`src/rtl/morse_encoder.sv`:
```
// Morse character encoder: one char_code per start handshake, drives a keyed line.
// Optional MORSE_DIGITS_EN adds digits 0..9 (codes 26..35) using 5-symbol patterns.
module morse_encoder #(
  parameter int TICKS_PER_UNIT = 4
) (
  input  logic       CLK,
  input  logic       reset,
  input  logic       start,
  input  logic [5:0] char_code,
  output logic       ready,
  output logic       busy,
  output logic       key_out,
  output logic       done,
  output logic       err
);

`ifdef MORSE_DIGITS_EN
  localparam int MAXSYM = 5;
`else
  localparam int MAXSYM = 4;
`endif
  localparam int SW = $clog2(MAXSYM);
  localparam int CW = $clog2(3 * TICKS_PER_UNIT + 1);
  localparam logic [CW-1:0] UNIT_LAST = CW'(TICKS_PER_UNIT - 1);
  localparam logic [CW-1:0] DASH_LAST = CW'(3 * TICKS_PER_UNIT - 1);

  typedef enum logic [1:0] {IDLE, MARK, GAP, LGAP} state_t;

  // ROM word: {valid, len[2:0], pattern}; pattern bit i is symbol i (1 = dash)
  function automatic logic [MAXSYM+3:0] rom(input logic [5:0] c);
    logic [MAXSYM+3:0] r;
    r = '0;
    case (c)
      6'd0:  r = {1'b1, 3'd2, MAXSYM'(4'b0010)};
      6'd1:  r = {1'b1, 3'd4, MAXSYM'(4'b0001)};
      6'd2:  r = {1'b1, 3'd4, MAXSYM'(4'b0101)};
      6'd3:  r = {1'b1, 3'd3, MAXSYM'(4'b0001)};
      6'd4:  r = {1'b1, 3'd1, MAXSYM'(4'b0000)};
      6'd5:  r = {1'b1, 3'd4, MAXSYM'(4'b0100)};
      6'd6:  r = {1'b1, 3'd3, MAXSYM'(4'b0011)};
      6'd7:  r = {1'b1, 3'd4, MAXSYM'(4'b0000)};
      6'd8:  r = {1'b1, 3'd2, MAXSYM'(4'b0000)};
      6'd9:  r = {1'b1, 3'd4, MAXSYM'(4'b1110)};
      6'd10: r = {1'b1, 3'd3, MAXSYM'(4'b0101)};
      6'd11: r = {1'b1, 3'd4, MAXSYM'(4'b0010)};
      6'd12: r = {1'b1, 3'd2, MAXSYM'(4'b0011)};
      6'd13: r = {1'b1, 3'd2, MAXSYM'(4'b0001)};
      6'd14: r = {1'b1, 3'd3, MAXSYM'(4'b0111)};
      6'd15: r = {1'b1, 3'd4, MAXSYM'(4'b0110)};
      6'd16: r = {1'b1, 3'd4, MAXSYM'(4'b1011)};
      6'd17: r = {1'b1, 3'd3, MAXSYM'(4'b0010)};
      6'd18: r = {1'b1, 3'd3, MAXSYM'(4'b0000)};
      6'd19: r = {1'b1, 3'd1, MAXSYM'(4'b0001)};
      6'd20: r = {1'b1, 3'd3, MAXSYM'(4'b0100)};
      6'd21: r = {1'b1, 3'd4, MAXSYM'(4'b1000)};
      6'd22: r = {1'b1, 3'd3, MAXSYM'(4'b0110)};
      6'd23: r = {1'b1, 3'd4, MAXSYM'(4'b1001)};
      6'd24: r = {1'b1, 3'd4, MAXSYM'(4'b1101)};
      6'd25: r = {1'b1, 3'd4, MAXSYM'(4'b0011)};
`ifdef MORSE_DIGITS_EN
      6'd26: r = {1'b1, 3'd5, 5'b11111};
      6'd27: r = {1'b1, 3'd5, 5'b11110};
      6'd28: r = {1'b1, 3'd5, 5'b11100};
      6'd29: r = {1'b1, 3'd5, 5'b11000};
      6'd30: r = {1'b1, 3'd5, 5'b10000};
      6'd31: r = {1'b1, 3'd5, 5'b00000};
      6'd32: r = {1'b1, 3'd5, 5'b00001};
      6'd33: r = {1'b1, 3'd5, 5'b00011};
      6'd34: r = {1'b1, 3'd5, 5'b00111};
      6'd35: r = {1'b1, 3'd5, 5'b01111};
`endif
      default: r = '0;
    endcase
    return r;
  endfunction

  state_t            state;
  logic [CW-1:0]     tick;
  logic [SW-1:0]     sym_idx;
  logic [2:0]        len_q;
  logic [MAXSYM-1:0] pat_q;

  logic [MAXSYM+3:0] rom_word;
  logic              rom_vld;
  logic [2:0]        rom_len;
  logic [MAXSYM-1:0] rom_pat;
  logic              last_sym;
  logic [CW-1:0]     mark_last;

  assign rom_word  = rom(char_code);
  assign rom_vld   = rom_word[MAXSYM+3];
  assign rom_len   = rom_word[MAXSYM+2:MAXSYM];
  assign rom_pat   = rom_word[MAXSYM-1:0];
  assign last_sym  = (3'(sym_idx) == (len_q - 3'd1));
  assign mark_last = pat_q[sym_idx] ? DASH_LAST : UNIT_LAST;

  // Code/pattern latches are data and only load on acceptance; the rest is control
  always_ff @(posedge CLK) begin
    if (reset) begin
      state   <= IDLE;
      tick    <= '0;
      sym_idx <= '0;
      ready   <= 1'b1;
      busy    <= 1'b0;
      key_out <= 1'b0;
      done    <= 1'b0;
      err     <= 1'b0;
    end else begin
      done <= 1'b0;
      err  <= 1'b0;
      case (state)
        IDLE: begin
          if (start) begin
            if (rom_vld) begin
              len_q   <= rom_len;
              pat_q   <= rom_pat;
              sym_idx <= '0;
              tick    <= '0;
              key_out <= 1'b1;
              ready   <= 1'b0;
              busy    <= 1'b1;
              state   <= MARK;
            end else begin
              err <= 1'b1;
            end
          end
        end
        MARK: begin
          if (tick == mark_last) begin
            tick    <= '0;
            key_out <= 1'b0;
            state   <= last_sym ? LGAP : GAP;
          end else begin
            tick <= tick + CW'(1);
          end
        end
        GAP: begin
          if (tick == UNIT_LAST) begin
            tick    <= '0;
            sym_idx <= sym_idx + SW'(1);
            key_out <= 1'b1;
            state   <= MARK;
          end else begin
            tick <= tick + CW'(1);
          end
        end
        LGAP: begin
          if (tick == DASH_LAST) begin
            tick    <= '0;
            sym_idx <= '0;
            ready   <= 1'b1;
            busy    <= 1'b0;
            done    <= 1'b1;
            state   <= IDLE;
          end else begin
            tick <= tick + CW'(1);
          end
        end
        default: state <= IDLE;
      endcase
    end
  end

endmodule

```
`config.mk`:
```
export PLATFORM = sky130hd
export DESIGN_NAME = morse_encoder
export DESIGN_NICKNAME = d
export VERILOG_FILES = /design/src/rtl/morse_encoder.sv
export SDC_FILE = /design/constraint.sdc
export NUM_CORES = 1
export LEC_CHECK = 0
export BUFFER_PORTS_ARGS = -buffer_cell sky130_fd_sc_hd__buf_2
export CAP_MARGIN = 20
export CORE_MARGIN = 2
export CORE_UTILIZATION = 35
export DETAILED_ROUTE_END_ITERATION = 6
export PLACE_DENSITY_LB_ADDON = 0.05
export SYNTH_ARGS = -nofsm -noshare
export SYNTH_HDL_FRONTEND = slang
export SYNTH_SLANG_ARGS = --single-unit
```
`constraint.sdc`:
```
create_clock -name CLK -period 2.6 [get_ports CLK]
set_input_delay 0.26 -clock CLK [delete_from_list [all_inputs] [get_ports CLK]]
set_output_delay 0.26 -clock CLK [all_outputs]
set_load 0.1 [all_outputs]
```
; ---- Word-level counts from Yosys, hierarchy flattened
; Memories as Yosys holds them, arrays and structs flattened.
; Cells that the tools add are included.
[word_totals]
register_bits = 20
mem_bits_ro = 256
input_bits = 9
output_inout_bits = 5
word_cells = 77
memories = 1
[mem_list]
columns = name, words, width, rd, rd_clocked_by_memory_dff, wr, line_no
row1 = (no name shown), 32, 8, 1, 0, 0, 33  ; case (c)
[classes]
n_addsub = 3
n_lt_le_gt_ge = 1
n_eq_ne = 12
mux = 34
bitwise = 4
n_reduce_logical = 12
[ops]
columns = operator, count
row1 = 4-bit 2-to-1 mux, 6
row2 = 2-bit 2-to-1 mux, 8
row3 = 4-bit one-hot mux with 4 select lines, 1
row4 = 5-bit AND reduction, 3
row5 = 1-bit 2-to-1 mux, 12
row6 = "2-bit != test, second input constant", 5
row7 = 8-bit 2-to-1 mux, 1
row8 = 2-bit one-hot mux with 4 select lines, 1
row9 = 4-bit AND reduction, 2
row10 = 2-bit one-hot mux with 3 select lines, 1
row11 = 3-bit nonzero test, 2
row12 = "4-bit by 1-bit adder with 4-bit output, second input constant", 1
row13 = "2-bit == test, second input constant", 2
row14 = "4-bit by 2-bit == test with 1-bit output, second input constant", 1
row15 = 4-bit == test, 1
row16 = "4-bit == test, second input constant", 1
row17 = 1-bit inverter, 4
row18 = 1-bit one-hot mux with 2 select lines, 2
row19 = 2-bit by 3-bit == test with 1-bit output, 1
row20 = "2-bit by 3-bit < comparator with 1-bit output, second input constant", 1
row21 = 1-bit one-hot mux with 3 select lines, 1
row22 = 3-bit OR reduction, 1
row23 = "3-bit by 1-bit subtractor with 3-bit output, second input constant", 1
row24 = "2-bit by 1-bit adder with 2-bit output, second input constant", 1
row25 = other kinds (6), 6

; ---- Longest topological paths before layout
; Gate-level depths: netlist of run 1.
[depth]
depth_word = 6
ltp_mapped = 7
mapped_depth_nobuf = 6

; ---- Least setup slack after synthesis of run 1
; No wires, ideal clock.
[synth_timing]
path_type = input to register
startpoint = in char_code[0]
endpoint = reg pat_q[2], data pin
setup_ns = 0.263
arrival_ns = 1.234
t_required_ns = 2.337
path_slack_ns = 1.103
stages = 5
n_path_buf = 0
path_cell_list = inv_1 -> ha_1 -> mux4_2 -> o21ai_0 -> nor2_1
[synth_between]
elab_chain_len = 1
[synth_rtl]
columns = element, line_no
row1 = from (decl), 9  ; input logic [5:0] char_code,
row2 = memory 32 x 8 bit, n/a
row3 = to (signal assigned), 116  ; pat_q <= rom_pat;
row4 = to (decl), 81  ; logic [MAXSYM-1:0] pat_q;
; No other way between the ends.
; A chain may end at the register's enable or synchronous reset.

; ---- Worst setup path in the final report of run 1
[layout_timing]
startpoint = reg state[1]
endpoint = reg tick[1]
[layout_between]
elab_chain_len = 3
word_cells_on_any_way = 8
cone_classes = 5 x eq/ne / 1 x mux / 2 x reduce/logical
[layout_rtl]
columns = element, line_no
row1 = from (decl), 77  ; state_t state;
row2 = from (signal assigned), 132  ; state <= last_sym ? LGAP : GAP;
row3 = 2-bit logical NOT, 111  ; case (state)
row4 = 2-bit != test (no source line), n/a
row5 = 2-bit AND reduction (no source line), n/a
row6 = to (signal assigned), 134  ; tick <= tick + CW'(1);
row7 = to (signal assigned), 144  ; tick <= tick + CW'(1);
row8 = to (signal assigned), 156  ; tick <= tick + CW'(1);
row9 = to (decl), 78  ; logic [CW-1:0] tick;
; Several ways; a longest one is shown, not always the timed one.

==> impl_metrics.tcl, run 1 <==
set metrics [dict create \
    outcome "finished, final reports clean" \
    synthesis.nets 173 \
    synth_common_cells "16 x nor2_1, 13 x dfxtp_1, 11 x inv_1, 10 x nand2_1" \
    post-place-ws_ps 775 \
    drtPass1Iterations 4 \
    ys_seq_area_share_pct 33.0 \
    setup_viol 0 \
    start_util_pct 35.9 \
    crit_fanout 13 \
    final_util_pct 38.9 \
    fin_area_sq_um 1550 \
    layoutNonFillerInstCount 211 \
    synth.avg_cell_area_sq_um 9.14 \
    reg2reg_from "state[1]" \
    dr.first_iter.drc_count 66 \
    clock_path_buffers 2 \
    cts-resized-gates 0 \
    fin_tns_setup_ps 0 \
    crit_path_start_kind "register" \
    max_clock_freq_mhz 577 \
    wl_per_cell_um 14.5 \
    worstPathArrival_ps 1940 \
    viasPerCell 5.34 \
    worstSetupPathType "reg -> reg" \
    cts.sinks 20 \
    min_path_cells 3 \
    drt_wl_total_um 3050 \
    h-tree-depth 1 \
    yosys_warnings 0 \
    placementRows 23 \
    layout-drive-gt1-share_pct 15.5 \
    finalClockSkew_ps 8.96 \
    synth_area_leaders "dfxtp_1 18%, edfxtp_1 15%, ha_1 7.0%" \
    clk_pin_slew_ps 80 \
    netlist_area_sq_um 1430 \
    reg2reg_depth 4 \
    whs_ps 243 \
    tritoncts "built" \
    port_buffers 13 \
    area_growth_pct 8.42 \
    cts_buffers 3 \
    cts-root-buf "clkbuf_8" \
    dpl.cell_count 207 \
    die_area_sq_um 4600 \
    async_flop_share_pct 0 \
    hold_viol 0 \
    power_mw 0.745 \
    fin_ws_ps 866 \
    relSlewSlack_pct 67.9 \
    cts_setup_buffers 0 \
    max-cap-violations 0 \
    critPathRequiredTime_ps 2810 \
    gp_congestion 0.790 \
    clkLatencyLatePin_ps 260 \
    rsz0062_at_grt "false" \
    placed_area_sq_um 1490 \
    maxSlewViolCount 0 \
    grt_overflow 0 \
    ys_ff_latch 20 \
    dp_hpwl_um 2360 \
    netlist_instances 156 \
    grt_max_degree 25 \
    p_leak_nw 0.612 \
    synth_edf_count 7 \
    design.core.area_sq_um 3970 \
    nets 179 \
    drc 0 \
    fin_crit_ps 1730 \
    ir_drop_mv 0.151 \
    first_global_vias 1088 \
    ant_nets 0 \
    whs_endpoint "err" \
    fp.dieH_um 67.8 \
    grt_pass1_wl_um 5390 \
    hold_start "start" \
    antenna_found_initial 0 \
    timing.rr.end "tick[1]" \
    yosysTopAreaCell "dfxtp_1" \
    synth_most_common_cell "nor2_1" \
    die_width_um 67.8 \
    ff2ff_setup_slack_ps 870 \
    worstMarginPinSlew_ps 485 \
    io_pins 14 \
    min_path_type "in -> reg" \
    synth_top_area_share_pct 18.2 \
    cts_hold_buf 0 \
    antenna_cells 0 \
    period_share_pct 66.7 \
    power_density_nw_per_um2 481 \
    grt_usage_pct 15.6 \
    synthFlopType "dfxtp_1" \
    vias 1126 \
    synth_cell_type_count 48 \
    crit_path_end_kind "register" \
]
==> power by group <==
group          leakage [nW]  switching [mW]  internal, mW
registers             0.170          0.0122         0.337
clock network        0.0288          0.0992         0.135
logic                 0.413           0.104        0.0573
total                 0.612           0.215         0.529
==> worst max-delay path by stage <==
| stage | start | endpoint | slack [ps] | cells after the start |
|---|---|---|---|---|
| after floorplan | char_code[0] | pat_q[2] | 1100 | 5 |
| after global placement | char_code[0] | pat_q[2] | 810 | 6 |
| after detailed placement | char_code[0] | pat_q[2] | 770 | 6 |
| after CTS | state[1] | tick[3] | 880 | 4 |
| after global routing | state[1] | tick[1] | 720 | 4 |
| final | state[1] | tick[1] | 870 | 4 |
==> layer usage <==
layer | global-route usage [%] | wire [um] | vias up
met5 | 0 | 0 | -
met4 | 6.00 | 27 | 0
met3 | 1.48 | 102 | 2
met2 | 25.4 | 1440 | 23
met1 | 21.5 | 1480 | 528
li1 | - | - | 573
==> cells in the final DEF, fill, tap and decap left out, drive strengths merged, types with 2 or more instances in the layout <==
cell,n
nand2b,2
nor3,3
and2,2
clkbuf,4
mux4,4
xnor2,5
and3,2
inv,11
buf,13
ha,8
o211ai,3
nor2b,3
a211oi,4
o21ai,5
nand2,10
edfxtp,7
mux2i,7
nor3b,4
a32o,2
nand3,4
nand3b,2
dfxtp,13
a22oi,2
a21oi,8
nor2,16
==> sequential cells by signal, summed over array words and instances, names as in the netlist <==
| signal | flops |
|---|---|
| len_q | 3 |
| key_out | 1 |
| tick | 4 |
| ready | 1 |
| busy | 1 |
| err | 1 |
| state | 2 |
| done | 1 |
| pat_q | 4 |
| sym_idx | 2 |
==> final cells by class <==
cell class / instances / area [sq um]
multi-input cells: 113 / 852
inverters: 11 / 41.3
flip-flops and latches: 20 / 470
repair buffers: 13 / 65.1
well taps: 50 / 62.6
fillers: 418 / 2420
clock buffers: 4 / 55.1
==> critical path: stages (launching register included) <==
cell,delay (ps)
dfxtp_1,610
nor2b_1,110
a22oi_2,290
mux2i_1,440
a32o_1,230
==> cells by family (layout without fill, tap and decap cells) <==
| group | count (synthesis) | after routing | share of synthesized area [%] |
|---|---|---|---|
| mux | 11 | 11 | 11.2 |
| fa+ha+maj | 8 | 8 | 7.02 |
| compound gates | 37 | 37 | 19.3 |
| xor+xnor | 6 | 6 | 3.68 |
| simple gates | 51 | 51 | 18.5 |
| flops | 20 | 20 | 33.0 |
| buf+inv | 23 | 28 | 7.28 |
(Power assumes the default switching activity.)
==> inputs of run 2 (changes only) <==
- clock period: 2.6 -> 1.7 ns (I/O delays scaled with it)
==> impl_metrics.tcl, run 2 (synthesized netlist as in run 1, its figures left out) <==
set metrics [dict create \
    multi_input_area_sq_um 862 \
    tritoncts "built" \
    fill_cells 409 \
    relSlewSlack_pct 67.9 \
    period_share_pct 92.8 \
    fin_crit_ps 1580 \
    layout_commonest_cell "nor2_1" \
    rsz0062_at_grt "false" \
    cts.sinks 20 \
    area_growth_pct 14.7 \
    regArea_sq_um 470 \
    nets 188 \
    grt_max_degree 24 \
    drt_wl_total_um 3070 \
    worstPathCellList "ha_1 > and3b_2 > and2_1 > mux2i_1 > buf_4 > a32o_1" \
    die_area_sq_um 4600 \
    clk_pin_slew_ps 80 \
    critPathRequiredTime_ps 1860 \
    fin_tns_setup_ps 0 \
    h-tree-depth 1 \
    clock_path_buffers 2 \
    port_buffers 13 \
    placed_area_sq_um 1570 \
    cts-resized-gates 0 \
    p_leak_nw 0.658 \
    ant_nets 0 \
    grt_usage_pct 15.1 \
    dp_hpwl_um 2450 \
    crit_path_start_kind "register" \
    max_stage_delay_ps 380 \
    max_clock_freq_mhz 634 \
    max-cap-violations 0 \
    power_density_nw_per_um2 711 \
    finalClockSkew_ps 8.81 \
    drtPass1Iterations 4 \
    design.core.area_sq_um 3970 \
    cts-root-buf "clkbuf_8" \
    final_util_pct 41.2 \
    cts_hold_buf 0 \
    antenna_found_initial 0 \
    clkLatencyLatePin_ps 260 \
    drc 0 \
    most-common-layout-cells "16 x nor2_1, 13 x dfxtp_1, 13 x buf_2" \
    worst-path-buf-inv 1 \
    antenna_cells 0 \
    maxSlewViolCount 0 \
    cts_setup_buffers 0 \
    grt_overflow 0 \
    post-place-ws_ps 47.3 \
    fin_area_sq_um 1640 \
    critPathTopFamily "flip-flops" \
    fp.dieH_um 67.8 \
    io_pins 14 \
    ir_drop_mv 0.220 \
    outcome "finished, final reports clean" \
    worstMarginPinSlew_ps 484 \
    min_path_type "in -> reg" \
    largest_registers "pat_q: 4 flops, tick: 4 flops, len_q: 3 flops" \
    viasPerCell 5.40 \
    grt_pass1_wl_um 5200 \
    first_global_vias 1087 \
    hold_viol 0 \
    crit_slowest_cell "dfxtp_1" \
    fin_ws_ps 123 \
    gp_congestion 0.788 \
    setup_viol 0 \
    worstSetupPathType "reg -> reg" \
    worstPathArrival_ps 1730 \
    wl_per_cell_um 14.0 \
    placementRows 23 \
    crit_fanout 4 \
    cts_buffers 3 \
    dr.first_iter.drc_count 67 \
    die_width_um 67.8 \
    layout-drive-gt1-share_pct 20.6 \
    start_util_pct 35.9 \
    vias 1188 \
    crit_path_end_kind "register" \
]
[run 2: stage by stage]
stage	power, mW	cells	hold WS, ps
final	1.16	220	151
after CTS	1.18	220	147
after detailed placement	0.811	216	431
after global placement	0.807	216	430
after floorplan	0.739	156	286
after global routing	1.23	220	150
[run 2: tightest hold or removal path: cells and delay by family]
family / cells / cell delay (ps)
buffers and inverters: 1 / 110
and+or+nand+nor: 1 / 50
AOI/OAI and AO/OA: 1 / 40
[run 2: routing by layer]
layer / share of wire, % / track usage [%] / up-vias
li1: - / - / 606
met1: 46 / 19.3 / 566
met2: 51 / 26.1 / 14
met3: 2.1 / 1.48 / 2
met4: 1.1 / 6.00 / 0
met5: 0 / 0 / -
[run 2: worst paths after layout]
path | start | to | slack, ps | cells past startpoint
worst min register to register | ready | ready | 480 | 2
worst min-delay path | start | err | 150 | 3
worst max-delay path | tick[0] | tick[1] | 120 | 6
worst max register to register | tick[0] | tick[1] | 120 | 6
[run 2: power by group]
part	leakage (nW)	switching (mW)	internal (mW)
Clock	0.0288	0.158	0.206
Combinational	0.459	0.162	0.104
Sequential	0.170	0.0170	0.516
[run 2: area by class of cell]
class | instances | area share, %
Inverter | 11 | 2.52
Clock buffer | 4 | 3.36
Timing Repair Buffer | 22 | 8.87
Tap cell | 50 | 3.82
Sequential cell | 20 | 28.7
Multi-Input combinational cell | 113 | 52.7
==> inputs of run 3 (changes only) <==
- ABC_AREA: default -> 1
==> impl_metrics.tcl, run 3 <==
set metrics [dict create \
    outcome "finished, final reports clean" \
    dr.first_iter.drc_count 79 \
    reg2reg_depth 8 \
    max_stage_delay_ps 380 \
    tritoncts "built" \
    comb_power_share_pct 45.2 \
    max_clock_freq_mhz 675 \
    max-cap-violations 0 \
    p_clk_share_pct 22.8 \
    finalClockSkew_ps 6.77 \
    die_area_sq_um 4570 \
    layout-drive-gt1-share_pct 22.5 \
    synth.avg_cell_area_sq_um 7.26 \
    start_util_pct 35.9 \
    power_density_nw_per_um2 1320 \
    setup_viol 0 \
    min_path_cells 2 \
    grt_pass1_wl_um 5140 \
    clk_pin_slew_ps 80 \
    fin_crit_ps 1480 \
    nets 227 \
    synth_common_cells "44 x nand2_1, 18 x nor2_1, 15 x inv_1, 13 x dfxtp_1" \
    netlist_instances 195 \
    drc 0 \
    synth_edf_count 7 \
    worstSetupPathType "reg -> reg" \
    relSlewSlack_pct 67.9 \
    fin_tns_setup_ps 0 \
    yosysTopAreaCell "dfxtp_1" \
    drtPass1Iterations 4 \
    ir_drop_mv 0.822 \
    crit_fanout 5 \
    ant_nets 0 \
    most-common-layout-cells "44 x nand2_1, 18 x nor2_1, 15 x inv_1" \
    synth_area_leaders "dfxtp_1 18%, edfxtp_1 15%, nand2_1 12%" \
    design.core.area_sq_um 3940 \
    yosys_warnings 0 \
    power_mw 2.10 \
    rsz0062_at_grt "false" \
    area_growth_pct 12.6 \
    async_flop_share_pct 0 \
    cts_hold_buf 0 \
    ys_seq_area_share_pct 33.2 \
    synth_cell_type_count 31 \
    cts-resized-gates 0 \
    worstPathCellList "ha_1 > nand2_2 > o21ai_2 > o21ai_2 > nor2_4 > nand2_2 > o21ai_1 > nor2_1" \
    io_pins 14 \
    ys_ff_latch 20 \
    drt_wl_total_um 2820 \
    fp.dieH_um 67.6 \
    placementRows 23 \
    critPathRequiredTime_ps 1870 \
    viasPerCell 5.07 \
    antenna_cells 0 \
    synth_top_area_share_pct 18.4 \
    synthFlopType "dfxtp_1" \
    synth_most_common_cell "nand2_1" \
    p_leak_nw 0.716 \
    period_share_pct 87.2 \
    dp_hpwl_um 2230 \
    cts-root-buf "clkbuf_8" \
    netlist_area_sq_um 1420 \
    crit_path_end_kind "register" \
    clkLatencyLatePin_ps 260 \
    grt_usage_pct 14.8 \
    intPower_mw 1.18 \
    fill_cells 395 \
    wl_per_cell_um 10.9 \
    ff2ff_setup_slack_ps 220 \
    cts_buffers 3 \
    vias 1314 \
    crit_path_start_kind "register" \
    port_buffers 13 \
    gp_congestion 0.912 \
    grt_max_degree 13 \
    worstPathArrival_ps 1650 \
    cts_setup_buffers 0 \
    crit_slowest_cell "dfxtp_1" \
    power_switching_mw 0.919 \
    p_seq_share_pct 32.0 \
    synthesis.nets 212 \
    cts.sinks 20 \
    die_width_um 67.6 \
    hold_viol 0 \
    layout_commonest_cell "nand2_1" \
    clock_path_buffers 2 \
    largest_registers "pat_q: 4 flops, tick: 4 flops, len_q: 3 flops" \
    grt_overflow 0 \
    worstMarginPinSlew_ps 485 \
    h-tree-depth 1 \
    maxSlewViolCount 0 \
    switching_share_pct 43.8 \
    min_path_type "in -> reg" \
    first_global_vias 1195 \
    antenna_found_initial 0 \
]
## run 3: cell types whose count changed after synthesis, moves of 5 or more
cell and change:
nand2_1 +34, mux2i_1 -7, inv_2 +9, o21ai_0 +5, nand3_1 +7
## run 3: layer usage
layer	track usage (%)	vias up	part of all wire (%)
li1	-	673	-
met2	23.5	40	46
met5	0	-	0
met1	19.1	596	48
met3	3.00	5	4.8
met4	6.89	0	1.6
## run 3: path summary, 6_finish.rpt
kind	from	endpoint
worst min-delay path	reset	sym_idx[1]
worst min register to register	ready	ready
worst max register to register	tick[0]	sym_idx[0]
worst max-delay path	tick[0]	sym_idx[0]
## run 3: final cells by class
cell class,count,area [sq um],area share [%]
clock inverters,1,30.0,1.88
well taps,50,62.6,3.92
inverters,27,108,6.75
multi-input cells,143,803,50.4
clock buffers,3,41.3,2.59
repair buffers,15,80.1,5.02
flip-flops and latches,20,470,29.5
## run 3: kinds of logic (layout without fill, tap and decap cells)
logic type                 Yosys count  after routing  synth area share [%]
AOI/OAI and AO/OA                   36             36                  14.8
DFF                                 20             20                  33.2
adders and majority gates            8              8                  7.07
xor gates and xnor gates             5              5                  3.09
and+or+nand+nor                     94             94                  31.8
buffers and inverters               32             46                  10.1
## run 3: critical path, delay by kind of cell (launching register included)
| kind | cells | cell delay, ps |
|---|---|---|
| AND/OR/NAND/NOR | 4 | 320 |
| flip-flops | 1 | 380 |
| AO/OA/AOI/OAI | 3 | 470 |
| adder cells (fa/ha/maj) | 1 | 220 |
## run 3: power groups by stage
stage / Clock, mW / Combinational [mW] / Sequential, mW
6_report: 0.478 / 0.948 / 0.672
5_1_grt: 0.515 / 1.06 / 0.686
4_1_cts: 0.502 / 0.954 / 0.672
3_5_place_dp: 0 / 0.950 / 0.682
3_3_place_gp: 0 / 0.954 / 0.683
2_1_floorplan: 0 / 0.592 / 0.874
## run 3: stage by stage
step	cell area [sq um]	hold slack, ps	utilization [%]	std cells	setup WS (ps)
floorplan	1420	336	-	195	260
detailed placement	1520	439	38.7	255	172
global placement	1520	439	38.7	255	208
CTS	1600	187	40.5	259	206
global route	1600	197	40.5	259	14.6
finish	1600	193	40.5	259	218
